File: config.mk
export PLATFORM = sky130hd
export DESIGN_NAME = wb_port_arbiter
export DESIGN_NICKNAME = d
export VERILOG_FILES = /design/src/rtl/wb_port_arbiter.sv
export SDC_FILE = /design/constraint.sdc
export NUM_CORES = 1
export LEC_CHECK = 0
export ABC_AREA = 1
export ABC_CLOCK_PERIOD_IN_PS = 3000
export CAP_MARGIN = 20
export CORE_UTILIZATION = 39
export CTS_BUF_LIST = sky130_fd_sc_hd__clkbuf_16
export CTS_CLUSTER_DIAMETER = 30
export CTS_CLUSTER_SIZE = 24
export DETAILED_ROUTE_END_ITERATION = 6
export PLACE_DENSITY = 0.7
export REMOVE_ABC_BUFFERS = 1
export SYNTH_ARGS = -nofsm -noshare
export SYNTH_HDL_FRONTEND = slang
export SYNTH_SLANG_ARGS = --single-unit
export TNS_END_PERCENT = 100
File: constraint.sdc
create_clock -name clk -period 3 [get_ports clk]
set_input_delay 0.6 -clock clk [delete_from_list [all_inputs] [get_ports clk]]
set_output_delay 0.6 -clock clk [all_outputs]
set_load 0.005 [all_outputs]
File: src/rtl/wb_port_arbiter.sv
// Register-file write-port arbiter: WB stage vs buffered multi-cycle results.
// Optional pending-write query ports enabled by defining WB_PEND_QUERY_EN.
module wb_port_arbiter #(
  parameter int XLEN       = 32,
  parameter int FIFO_DEPTH = 4,
  parameter int STARVE_MAX = 3
) (
  input  logic                          clk,
  input  logic                          rst,
  input  logic                          pipe_we,
  input  logic [4:0]                    pipe_rd,
  input  logic [XLEN-1:0]               pipe_data,
  input  logic                          mc_valid,
  input  logic [4:0]                    mc_rd,
  input  logic [XLEN-1:0]               mc_data,
  output logic                          mc_ready,
  output logic                          stall_wb,
  output logic                          rf_we,
  output logic [4:0]                    rf_rd,
  output logic [XLEN-1:0]               rf_wd,
  output logic [$clog2(FIFO_DEPTH):0]   fifo_count
`ifdef WB_PEND_QUERY_EN
  ,
  input  logic [4:0]                    q_rs1,
  input  logic [4:0]                    q_rs2,
  output logic                          q_rs1_hit,
  output logic                          q_rs2_hit
`endif
);

  localparam int AW = $clog2(FIFO_DEPTH);
  localparam int CW = AW + 1;
  localparam int SW = $clog2(STARVE_MAX + 1);

  logic [AW-1:0]   r_head;
  logic [AW-1:0]   r_tail;
  logic [CW-1:0]   r_count;
  logic [SW-1:0]   r_starve;
  logic [4:0]      r_mem_rd   [FIFO_DEPTH];
  logic [XLEN-1:0] r_mem_data [FIFO_DEPTH];
  logic            r_rf_we;
  logic [4:0]      r_rf_rd;
  logic [XLEN-1:0] r_rf_wd;

  logic            w_pipe_req;
  logic            w_fifo_req;
  logic            w_force;
  logic            w_gnt_pipe;
  logic            w_gnt_fifo;
  logic            w_push;
  logic            w_pop;
  logic            w_we_nxt;
  logic [4:0]      w_rd_nxt;
  logic [XLEN-1:0] w_wd_nxt;
  logic [SW-1:0]   w_starve_nxt;
  logic [CW-1:0]   w_count_nxt;

  assign w_pipe_req = pipe_we && (pipe_rd != 5'd0);
  assign w_fifo_req = (r_count != '0);
  assign w_force    = w_fifo_req && (r_starve == SW'(STARVE_MAX));

  // a forced drain only matters when the pipe actually wants the port
  assign w_gnt_pipe = w_pipe_req && !w_force;
  assign w_gnt_fifo = w_fifo_req && !w_gnt_pipe;

  assign mc_ready   = (r_count < CW'(FIFO_DEPTH));
  assign w_push     = mc_valid && mc_ready;
  assign w_pop      = w_gnt_fifo;
  assign stall_wb   = w_force && w_pipe_req;

  assign rf_we      = r_rf_we;
  assign rf_rd      = r_rf_rd;
  assign rf_wd      = r_rf_wd;
  assign fifo_count = r_count;

  always_comb begin
    w_we_nxt     = 1'b0;
    w_rd_nxt     = r_rf_rd;
    w_wd_nxt     = r_rf_wd;
    w_starve_nxt = '0;
    unique case (1'b1)
      w_gnt_pipe: begin
        w_we_nxt = 1'b1;
        w_rd_nxt = pipe_rd;
        w_wd_nxt = pipe_data;
        if (w_fifo_req)
          w_starve_nxt = r_starve + SW'(1);
      end
      w_gnt_fifo: begin
        w_we_nxt = 1'b1;
        w_rd_nxt = r_mem_rd[r_head];
        w_wd_nxt = r_mem_data[r_head];
      end
      default: ;
    endcase
  end

  always_comb begin
    w_count_nxt = r_count;
    unique case ({w_push, w_pop})
      2'b10:   w_count_nxt = r_count + CW'(1);
      2'b01:   w_count_nxt = r_count - CW'(1);
      default: ;
    endcase
  end

  always_ff @(posedge clk or negedge rst) begin
    if (!rst) begin
      r_head   <= '0;
      r_tail   <= '0;
      r_count  <= '0;
      r_starve <= '0;
      r_rf_we  <= 1'b0;
      r_rf_rd  <= '0;
      r_rf_wd  <= '0;
    end else begin
      r_count  <= w_count_nxt;
      r_starve <= w_starve_nxt;
      r_rf_we  <= w_we_nxt;
      r_rf_rd  <= w_rd_nxt;
      r_rf_wd  <= w_wd_nxt;
      if (w_push)
        r_tail <= r_tail + AW'(1);
      if (w_pop)
        r_head <= r_head + AW'(1);
    end
  end

  always_ff @(posedge clk) begin
    if (w_push) begin
      r_mem_rd[r_tail]   <= mc_rd;
      r_mem_data[r_tail] <= mc_data;
    end
  end

`ifdef WB_PEND_QUERY_EN
  logic [FIFO_DEPTH-1:0] w_valid;

  always_comb begin
    w_valid = '0;
    for (int i = 0; i < FIFO_DEPTH; i++) begin
      logic [AW-1:0] v_off;
      v_off = AW'(i) - r_head;
      w_valid[i] = ({1'b0, v_off} < r_count);
    end
  end

  always_comb begin
    q_rs1_hit = 1'b0;
    q_rs2_hit = 1'b0;
    for (int i = 0; i < FIFO_DEPTH; i++) begin
      if (w_valid[i] && (q_rs1 != 5'd0) && (r_mem_rd[i] == q_rs1))
        q_rs1_hit = 1'b1;
      if (w_valid[i] && (q_rs2 != 5'd0) && (r_mem_rd[i] == q_rs2))
        q_rs2_hit = 1'b1;
    end
  end
`endif

endmodule

==> impl_metrics.json, run 1 <==
{
  "status": "finished clean",
  "hp-class": "input pin to async pin",
  "die_area_um2": 22100,
  "post-dp-hpwl_um": 10900,
  "crit_family": "buffers and inverters",
  "die-height_um": 149,
  "power.density_nw_per_um2": 899,
  "synth.cell_area_um2": 8400,
  "cp_max_fo": 6,
  "setup_viol": 0,
  "finalMaxSlewViolations": 0,
  "drtAntennaViolNets": 0,
  "port_buffers": 120,
  "drc": 0,
  "antenna_found_initial": 1,
  "crit_cells": 6,
  "cp-end-kind": "output port",
  "cp_slowest_stage_delay_ns": 0.51,
  "cts-root-buf": "clkbuf_16",
  "ys_warn_count": 0,
  "peakVddDrop_uv": 527,
  "worstMarginPinSlew_ns": 0.839,
  "fmax_ghz": 0.374,
  "drt_iter0_drc": 362,
  "p_int_mw": 6.40,
  "start_util_pct": 39.8,
  "cts_hold_buf": 0,
  "crit_chain": "clkdlybuf4s50_1, nor2_1, nand3_1, nand2_1, nor2_1, clkdlybuf4s50_1",
  "synth-edff-count": 148,
  "firstDrtPassIters": 4,
  "reg2reg_depth": 12,
  "timing.final.crit_period_ns": 2.67,
  "p_sw_mw": 3.09,
  "cts_sinks": 195,
  "finClkSkew_ns": 0.00927,
  "regToRegStartpoint": "fifo_count[0]",
  "grt_setup_unrepaired": "false",
  "grt-ovfl-total": 0,
  "clockBufferDepth": 2,
  "pre_cts_slack_ns": 0.221,
  "relSlewSlack_pct": 44.1,
  "synth_area_per_cell_um2": 10.2,
  "synth.distinct_cells": 26,
  "core_area_um2": 21100,
  "cts.clk_slew.worst_paths_ns": 0.07,
  "fin_util_pct": 50.1,
  "grt_max_degree": 76,
  "reg2reg_slack_ns": 0.84,
  "crit_required_ns": 2.40,
  "fin_setup_tns_ns": 0,
  "seq_area_frac_synth_pct": 66.9,
  "syn_to_final_growth_pct": 25.7,
  "vias": 5720,
  "clock_latency_ns": 0.43,
  "ios": 121,
  "worstSetupEndpoint": "stall_wb",
  "async_flop_share_pct": 24.1,
  "cp.arrival_ns": 2.07,
  "p_leak_nw": 4.56,
  "grt_use_total_pct": 17.3,
  "gp_congestion": 0.743,
  "cts_setup_buffers": 0,
  "drive_above_1_share_pct": 6.94,
  "p_seq_share_pct": 39.4,
  "postSynthCellCount": 822,
  "worst_slack_ns": 0.327,
  "share_comb_of_total_power_pct": 34.1,
  "fin_total_pwr_mw": 9.49,
  "startpoint": "pipe_rd[4]",
  "fin_nets": 1023,
  "max-cap-violations": 0,
  "startpoint_type": "input pin",
  "numCtsBuffers": 17,
  "path_buf_inv": 2,
  "die_w_um": 149,
  "grt_pass1_vias": 5602,
  "h-tree-depth": 4,
  "fin_hold_ws_ns": 0.264,
  "crit_type": "input pin to output port",
  "hold_violations": 0,
  "grt_pass1_wl_um": 28800,
  "worstReg2RegEnd": "fifo_count[2]",
  "cp_slowest_cell": "clkdlybuf4s50_1",
  "rows": 53,
  "ys.flop_type": "edfxtp_1",
  "tritoncts": "yes",
  "synth_seq_cells": 195,
  "wire_per_inst_um": 14.7,
  "vias_per_cell": 4.67,
  "switching_share_pct": 32.6,
  "clkPwrFrac_pct": 26.5,
  "wl_um": 18000,
  "n_antenna_cell": 0,
  "fin_crit_sh_pct": 89.1,
  "cts_resized": 0
}
[cell usage after synthesis, types with 4 or more instances]
cell      number  share of area (%)
inv_2          5               0.22
edfxtp_1     148                 53
clkbuf_1      11               0.49
inv_1        144                6.4
buf_6          5               0.67
nor2_1        48                2.1
buf_2         19                1.1
a21oi_2        4               0.42
nand3_1       78                4.6
dfrtp_1       47                 14
o21ai_1       15               0.89
a21oi_1       31                1.8
o21ai_0       27                1.6
nand2_1      217                9.7
ha_1           6               0.89
[layout by cell type (no fill, tap or decap), types with 2 or more instances in the layout]
cell type,instances
dfrtp_2,2
edfxtp_1,148
dfrtp_1,45
buf_12,2
clkbuf_16,17
clkinv_4,2
bufinv_16,6
o21ai_0,27
o22ai_1,3
clkinvlp_4,2
nand3_1,78
inv_2,6
clkdlybuf4s50_1,119
nor2_1,44
nor2_4,4
a21oi_1,31
nand2_1,217
ha_1,6
xor2_1,3
o21ai_1,15
a21oi_2,4
inv_1,145
buf_4,13
[layer usage]
layer	routed length, um	track usage [%]
met2	8570	28.8
met4	246	5.51
met1	8180	22.3
met3	969	4.34
met5	17	0
[state kept, by name, indices dropped and copies added (netlist names)]
register	cells
r_mem_rd	20
rf_rd	5
rf_wd	32
r_starve	2
r_mem_data	128
rf_we	1
r_head	2
r_tail	2
fifo_count	3
[metrics by stage]
step	cells	area (um^2)
global placement	1194	9890
CTS	1226	10600
finish	1226	10600
floorplan	784	8180
detailed placement	1194	9890
global route	1226	10600
[kinds of logic (layout without fill, tap and decap cells)]
family          after synthesis  after routing  synth area share (%)
simple gates                349            349                  17.3
xor+xnor                      4              4                 0.417
flops                       195            195                  66.9
buf+inv                     187            316                  9.22
fa+ha+maj                     7              7                  1.13
compound gates               80             80                  4.99
[worst min-delay path by stage]
stage                 from             to  slack [ns]  cells after the start
6_report               rst      rf_wd[28]        0.26                      1
5_1_grt                rst      rf_wd[29]        0.30                      1
3_5_place_dp   r_starve[0]    r_starve[0]        0.44                      1
3_3_place_gp   r_starve[0]    r_starve[0]        0.44                      1
2_1_floorplan          rst  fifo_count[0]        0.30                      0
4_1_cts                rst      rf_wd[28]        0.28                      1
[power by group through the flow]
stage | clock network [mW] | logic, mW | registers, mW
2_1_floorplan | 0 | 1.60 | 3.96
5_1_grt | 2.67 | 3.65 | 3.80
4_1_cts | 2.56 | 3.29 | 3.75
3_3_place_gp | 0 | 3.21 | 3.79
6_report | 2.51 | 3.23 | 3.74
3_5_place_dp | 0 | 3.28 | 3.80
[layout make-up]
class                      instances  area [um^2]
fill                            1853        10500
sequential                       195         5620
inverter                         149          559
multi-input combinational        440         2030
tap                              275          344
timing repair buffer             135         1330
clock buffer                      17          425
clock inverter                    15          238
Note: power is estimated with default switching activity, not from simulation.
==> inputs of run 2 (changes only) <==
- ABC_CLOCK_PERIOD_IN_PS: 3000 -> 2300
- PLACE_DENSITY: 0.7 -> 0.73
- clock period: 3 -> 2.3 ns (I/O delays scaled with it)
==> run 2 against run 1 <==
Global-route usage is 0.64 points higher. Via count is 1.3% higher. Non-clock buffer count is 11 higher. Total power is 29% higher. Worst setup slack worse by 0.13 ns.
==> impl_metrics.json, run 2 (synthesized netlist as in run 1, its figures left out) <==
{
  "hold_violations": 0,
  "regMostFlops": "r_mem_data",
  "start_util_pct": 39.8,
  "vias_per_cell": 4.69,
  "crit_family": "buffers and inverters",
  "antenna_found_initial": 0,
  "mostFrequentLayoutCell": "nand2_1",
  "cp_slowest_stage_delay_ns": 0.42,
  "drc": 0,
  "cts-root-buf": "clkbuf_16",
  "layout_common_cells": "217 x nand2_1, 148 x edfxtp_1, 143 x inv_1, 118 x clkdlybuf4s50_1, 78 x nand3_1",
  "timing.final.crit_period_ns": 2.10,
  "fillers": 1893,
  "port_buffers": 120,
  "largest_reg_flops": 128,
  "finClkSkew_ns": 0.00928,
  "wl_um": 18800,
  "die_area_um2": 22100,
  "finalMaxSlewViolations": 0,
  "critPathMostFrequentCell": "inv_1",
  "cp_max_fo": 2,
  "fin_util_pct": 50.5,
  "drtAntennaViolNets": 0,
  "die-height_um": 149,
  "cts_sinks": 195,
  "grt_use_total_pct": 18.0,
  "reg2reg_depth": 12,
  "crit_required_ns": 2.61,
  "grt_pass1_vias": 5855,
  "multiInputGateArea_um2": 2030,
  "syn_to_final_growth_pct": 26.8,
  "drt_iter0_drc": 350,
  "die_w_um": 149,
  "path_buf_inv": 3,
  "grt-ovfl-total": 0,
  "firstDrtPassIters": 4,
  "numCtsBuffers": 17,
  "fin_nets": 1034,
  "relSlewSlack_pct": 45.0,
  "status": "finished clean",
  "fin_crit_sh_pct": 91.5,
  "grt_max_degree": 76,
  "grt_pass1_wl_um": 29800,
  "final_cells": 1237,
  "worstMarginPinSlew_ns": 0.825,
  "cp_slowest_cell": "clkdlybuf4s50_1",
  "hp-class": "input pin to async pin",
  "drive_above_1_share_pct": 8.21,
  "cts.clk_slew.worst_paths_ns": 0.07,
  "startpoint_type": "input pin",
  "cp.arrival_ns": 2.42,
  "cts_setup_buffers": 0,
  "wire_per_inst_um": 15.2,
  "grt_setup_unrepaired": "false",
  "clock_latency_ns": 0.43,
  "power.density_nw_per_um2": 1150,
  "p_leak_nw": 4.62,
  "tritoncts": "yes",
  "post-dp-hpwl_um": 11500,
  "setup_viol": 0,
  "fmax_ghz": 0.475,
  "startpoint": "pipe_rd[2]",
  "cp-end-kind": "flop",
  "crit_chain": "clkdlybuf4s50_1, nor2_1, nand3_1, nand3_2, nand2_8, inv_1, ha_1, inv_1, fa_1, a21oi_1, o21ai_0, xor2_1",
  "h-tree-depth": 4,
  "rows": 53,
  "clockBufferDepth": 2,
  "ios": 121,
  "regToRegStartpoint": "fifo_count[0]",
  "worstReg2RegEnd": "fifo_count[2]",
  "core_area_um2": 21100,
  "gp_congestion": 0.715,
  "max-cap-violations": 0,
  "n_antenna_cell": 0,
  "final-seq-area_um2": 5620,
  "peakVddDrop_uv": 576,
  "vias": 5796,
  "reg2reg_slack_ns": 0.24,
  "dpl.cell_count": 1205,
  "crit_type": "input pin to flop"
}
run 2: changes by cell type in the layout (fill, tap and decap cells not counted), sizes merged:
cell	delta
buf	+11
bufinv	-5
inv	+5
clkdlybuf4s50	-1
dlymetal6s2s	+1
run 2: metrics by stage:
stage | instance area [um^2] | total power, mW | hold WS (ns) | setup TNS [ns] | setup WS (ns)
finish | 10700 | 12.2 | 0.0911 | 0 | 0.197
global route | 10700 | 13.0 | 0.113 | 0 | 0.0145
CTS | 10700 | 12.3 | 0.101 | 0 | 0.0614
detailed placement | 10100 | 9.48 | 0.441 | -0.257 | -0.229
global placement | 10100 | 9.34 | 0.436 | -0.219 | -0.219
floorplan | 8180 | 7.24 | 0.164 | -76.66 | -0.528
run 2: power by group:
| group | switching, mW | total, mW | internal, mW |
|---|---|---|---|
| registers | 0.300 | 4.89 | 4.59 |
| clock network | 1.34 | 2.87 | 1.53 |
| logic | 2.58 | 4.46 | 1.88 |
| total | 4.22 | 12.2 | 8.00 |
run 2: layer usage:
layer	up-vias	global-route usage [%]	part of all wire, %
li1	2882	-	-
met1	2775	22.3	45
met2	124	31.4	50
met3	15	4.16	4.2
met4	0	5.05	1.1
met5	-	0	0
run 2: worst max-delay path by stage:
stage / depth (start not counted) / slack, ns / endpoint
floorplan: 5 / -0.53 / rf_wd[4]
detailed placement: 12 / -0.23 / fifo_count[2]
finish: 12 / 0.20 / fifo_count[2]
global route: 12 / 0.01 / fifo_count[2]
global placement: 12 / -0.22 / fifo_count[2]
CTS: 6 / 0.06 / stall_wb
run 2: final cells by class:
| type | count | area share [%] |
|---|---|---|
| inverter | 149 | 5.25 |
| sequential | 195 | 52.8 |
| clock inverter | 15 | 1.39 |
| multi-input combinational | 440 | 19.1 |
| clock buffer | 17 | 3.99 |
| timing repair buffer | 146 | 14.3 |
| tap | 275 | 3.23 |
run 2: timing repair:
| item | 4_1_cts | 5_1_grt |
|---|---|---|
| hold buffers | 0 | 0 |
| endpoints found under the setup margin | 0 | 1 |
| resized for setup | 0 | 1 |
==> inputs of run 3 (changes only) <==
- ABC_CLOCK_PERIOD_IN_PS: 2300 -> default
- PLACE_DENSITY: 0.73 -> default
- PLACE_DENSITY_LB_ADDON: default -> 0.12
==> run 3 against run 2 <==
Worst setup slack better by 0.012 ns. Register-to-register slack better by 0.02 ns. Flip-flop and latch count unchanged. First-iteration DRC count down 8.3%. Clock power shrank 7.0%. Core utilization decreased by 0.20 points. Clock skew shrank 0.0010 ns. Total power is 1.9% lower. Final cell count is the same. Largest cell class unchanged. Largest power group unchanged.
==> impl_metrics.json, run 3 (synthesized netlist as in run 1, its figures left out) <==
{
  "status": "finished clean",
  "max-cap-violations": 0,
  "grt_pass1_wl_um": 29200,
  "startpoint": "pipe_rd[2]",
  "rows": 53,
  "vias_per_cell": 4.61,
  "n_antenna_cell": 0,
  "reg2reg_slack_ns": 0.26,
  "drtAntennaViolNets": 0,
  "worstReg2RegEnd": "fifo_count[2]",
  "cp-end-kind": "output port",
  "grtUsageMet2_pct": 28.8,
  "p_int_mw": 7.94,
  "numCtsBuffers": 17,
  "fin_nets": 1034,
  "worstMarginPinSlew_ns": 0.847,
  "cp_max_fo": 2,
  "hold_violations": 0,
  "grt_max_degree": 76,
  "cts.clk_slew.worst_paths_ns": 0.06,
  "share_comb_of_total_power_pct": 37.0,
  "tritoncts": "yes",
  "fin_crit_sh_pct": 90.9,
  "hp-class": "flop to flop",
  "crit_type": "input pin to output port",
  "drive_above_1_share_pct": 7.69,
  "busiest_layer": "met2",
  "fin_setup_tns_ns": 0,
  "hp-start": "r_starve[0]",
  "hold_path_end": "r_starve[0]",
  "p_leak_nw": 4.59,
  "clock_latency_ns": 0.43,
  "hold_depth": 1,
  "grt_setup_unrepaired": "false",
  "relSlewSlack_pct": 43.5,
  "startpoint_type": "input pin",
  "crit_required_ns": 1.84,
  "core_area_um2": 21100,
  "cts_sinks": 195,
  "regMostFlops": "r_mem_data",
  "vias": 5701,
  "clkPwrFrac_pct": 22.3,
  "firstDrtPassIters": 4,
  "reg2reg_depth": 12,
  "dpl.cell_count": 1204,
  "setup_viol": 0,
  "die_w_um": 149,
  "pre_cts_slack_ns": -0.259,
  "crit_family": "buffers and inverters",
  "h-tree-depth": 4,
  "cp_slowest_stage_delay_ns": 0.43,
  "clockBufferDepth": 2,
  "crit_chain": "clkdlybuf4s50_1, nor2_2, nand3_1, buf_4, nand2_1, nor2_1, dlygate4sd2_1",
  "regToRegStartpoint": "fifo_count[0]",
  "final_design_area_no_fill_um2": 10600,
  "syn_to_final_growth_pct": 26.3,
  "drt_iter0_drc": 321,
  "finClkSkew_ns": 0.00826,
  "path_buf_inv": 3,
  "grtUsageMet3_pct": 3.79,
  "p_seq_share_pct": 40.8,
  "die-height_um": 149,
  "fin_hold_ws_ns": 0.444,
  "fmax_ghz": 0.478,
  "power.density_nw_per_um2": 1130,
  "post-dp-hpwl_um": 11100,
  "grt_use_total_pct": 17.7,
  "mostFrequentLayoutCell": "nand2_1",
  "wire_per_inst_um": 14.8,
  "cp_slowest_cell": "clkdlybuf4s50_1",
  "worst_slack_ns": 0.208,
  "port_buffers": 120,
  "met1_usage_pct": 23.5,
  "finalMaxSlewViolations": 0,
  "drc": 0,
  "final_cells": 1237,
  "grt-ovfl-total": 0,
  "grt_pass1_vias": 5486,
  "switching_share_pct": 33.8,
  "cts-root-buf": "clkbuf_16",
  "placed_area_um2": 10100,
  "peakVddDrop_uv": 671,
  "die_area_um2": 22100,
  "gp_congestion": 0.707,
  "wl_um": 18300,
  "timing.final.crit_period_ns": 2.09,
  "layout_common_cells": "217 x nand2_1, 148 x inv_1, 148 x edfxtp_1, 117 x clkdlybuf4s50_1, 78 x nand3_1",
  "ios": 121,
  "largest_reg_flops": 128,
  "antenna_found_initial": 0,
  "start_util_pct": 39.8,
  "cp.arrival_ns": 1.63,
  "p_sw_mw": 4.05
}
run 3: changes by cell type in the layout (fill, tap and decap cells not counted), sizes merged:
cell / before / now
dlymetal6s2s: 1 / 0
inv: 157 / 154
buf: 27 / 26
clkinvlp: 2 / 5
dlygate4sd3: 0 / 1
dlygate4sd2: 0 / 2
clkdlybuf4s50: 118 / 117
run 3: power groups by stage:
stage	sequential (mW)	clock, mW	combinational [mW]
after floorplan	5.16	0	2.08
after global placement	4.95	0	4.46
after detailed placement	4.97	0	4.52
after CTS	4.90	2.74	4.54
after global routing	4.98	2.88	4.99
final	4.89	2.67	4.43
run 3: final cells by class:
type / count / area, um^2
sequential: 195 / 5620
inverter: 149 / 559
multi-input combinational: 440 / 2040
clock inverter: 15 / 105
fill: 1928 / 10500
timing repair buffer: 146 / 1520
tap: 275 / 344
clock buffer: 17 / 425
run 3: layer usage:
layer / share of wire, % / wire length, um
met1: 47 / 8660
met3: 4.0 / 736
met4: 1.3 / 239
met5: 0 / 0
met2: 47 / 8700
run 3: timing repair:
item,4_1_cts,5_1_grt
endpoints found under the hold margin,2,0
resized for setup,3,0
setup endpoints to repair,1,0
buffers inserted,0,0
hold buffers,1,0
run 3: worst max path at each step:
stage	to	slack [ns]	depth (start not counted)
after floorplan	rf_wd[4]	-0.53	5
after global placement	fifo_count[2]	-0.24	12
after detailed placement	fifo_count[2]	-0.26	12
after CTS	stall_wb	0.17	7
after global routing	fifo_count[2]	0.07	12
final	stall_wb	0.21	7
run 3: metrics by stage:
step,total power [mW],utilization [%]
after floorplan,7.24,-
after detailed placement,9.49,47.8
after global placement,9.42,47.8
after CTS,12.2,50.3
after global routing,12.9,50.3
final,12.0,50.3
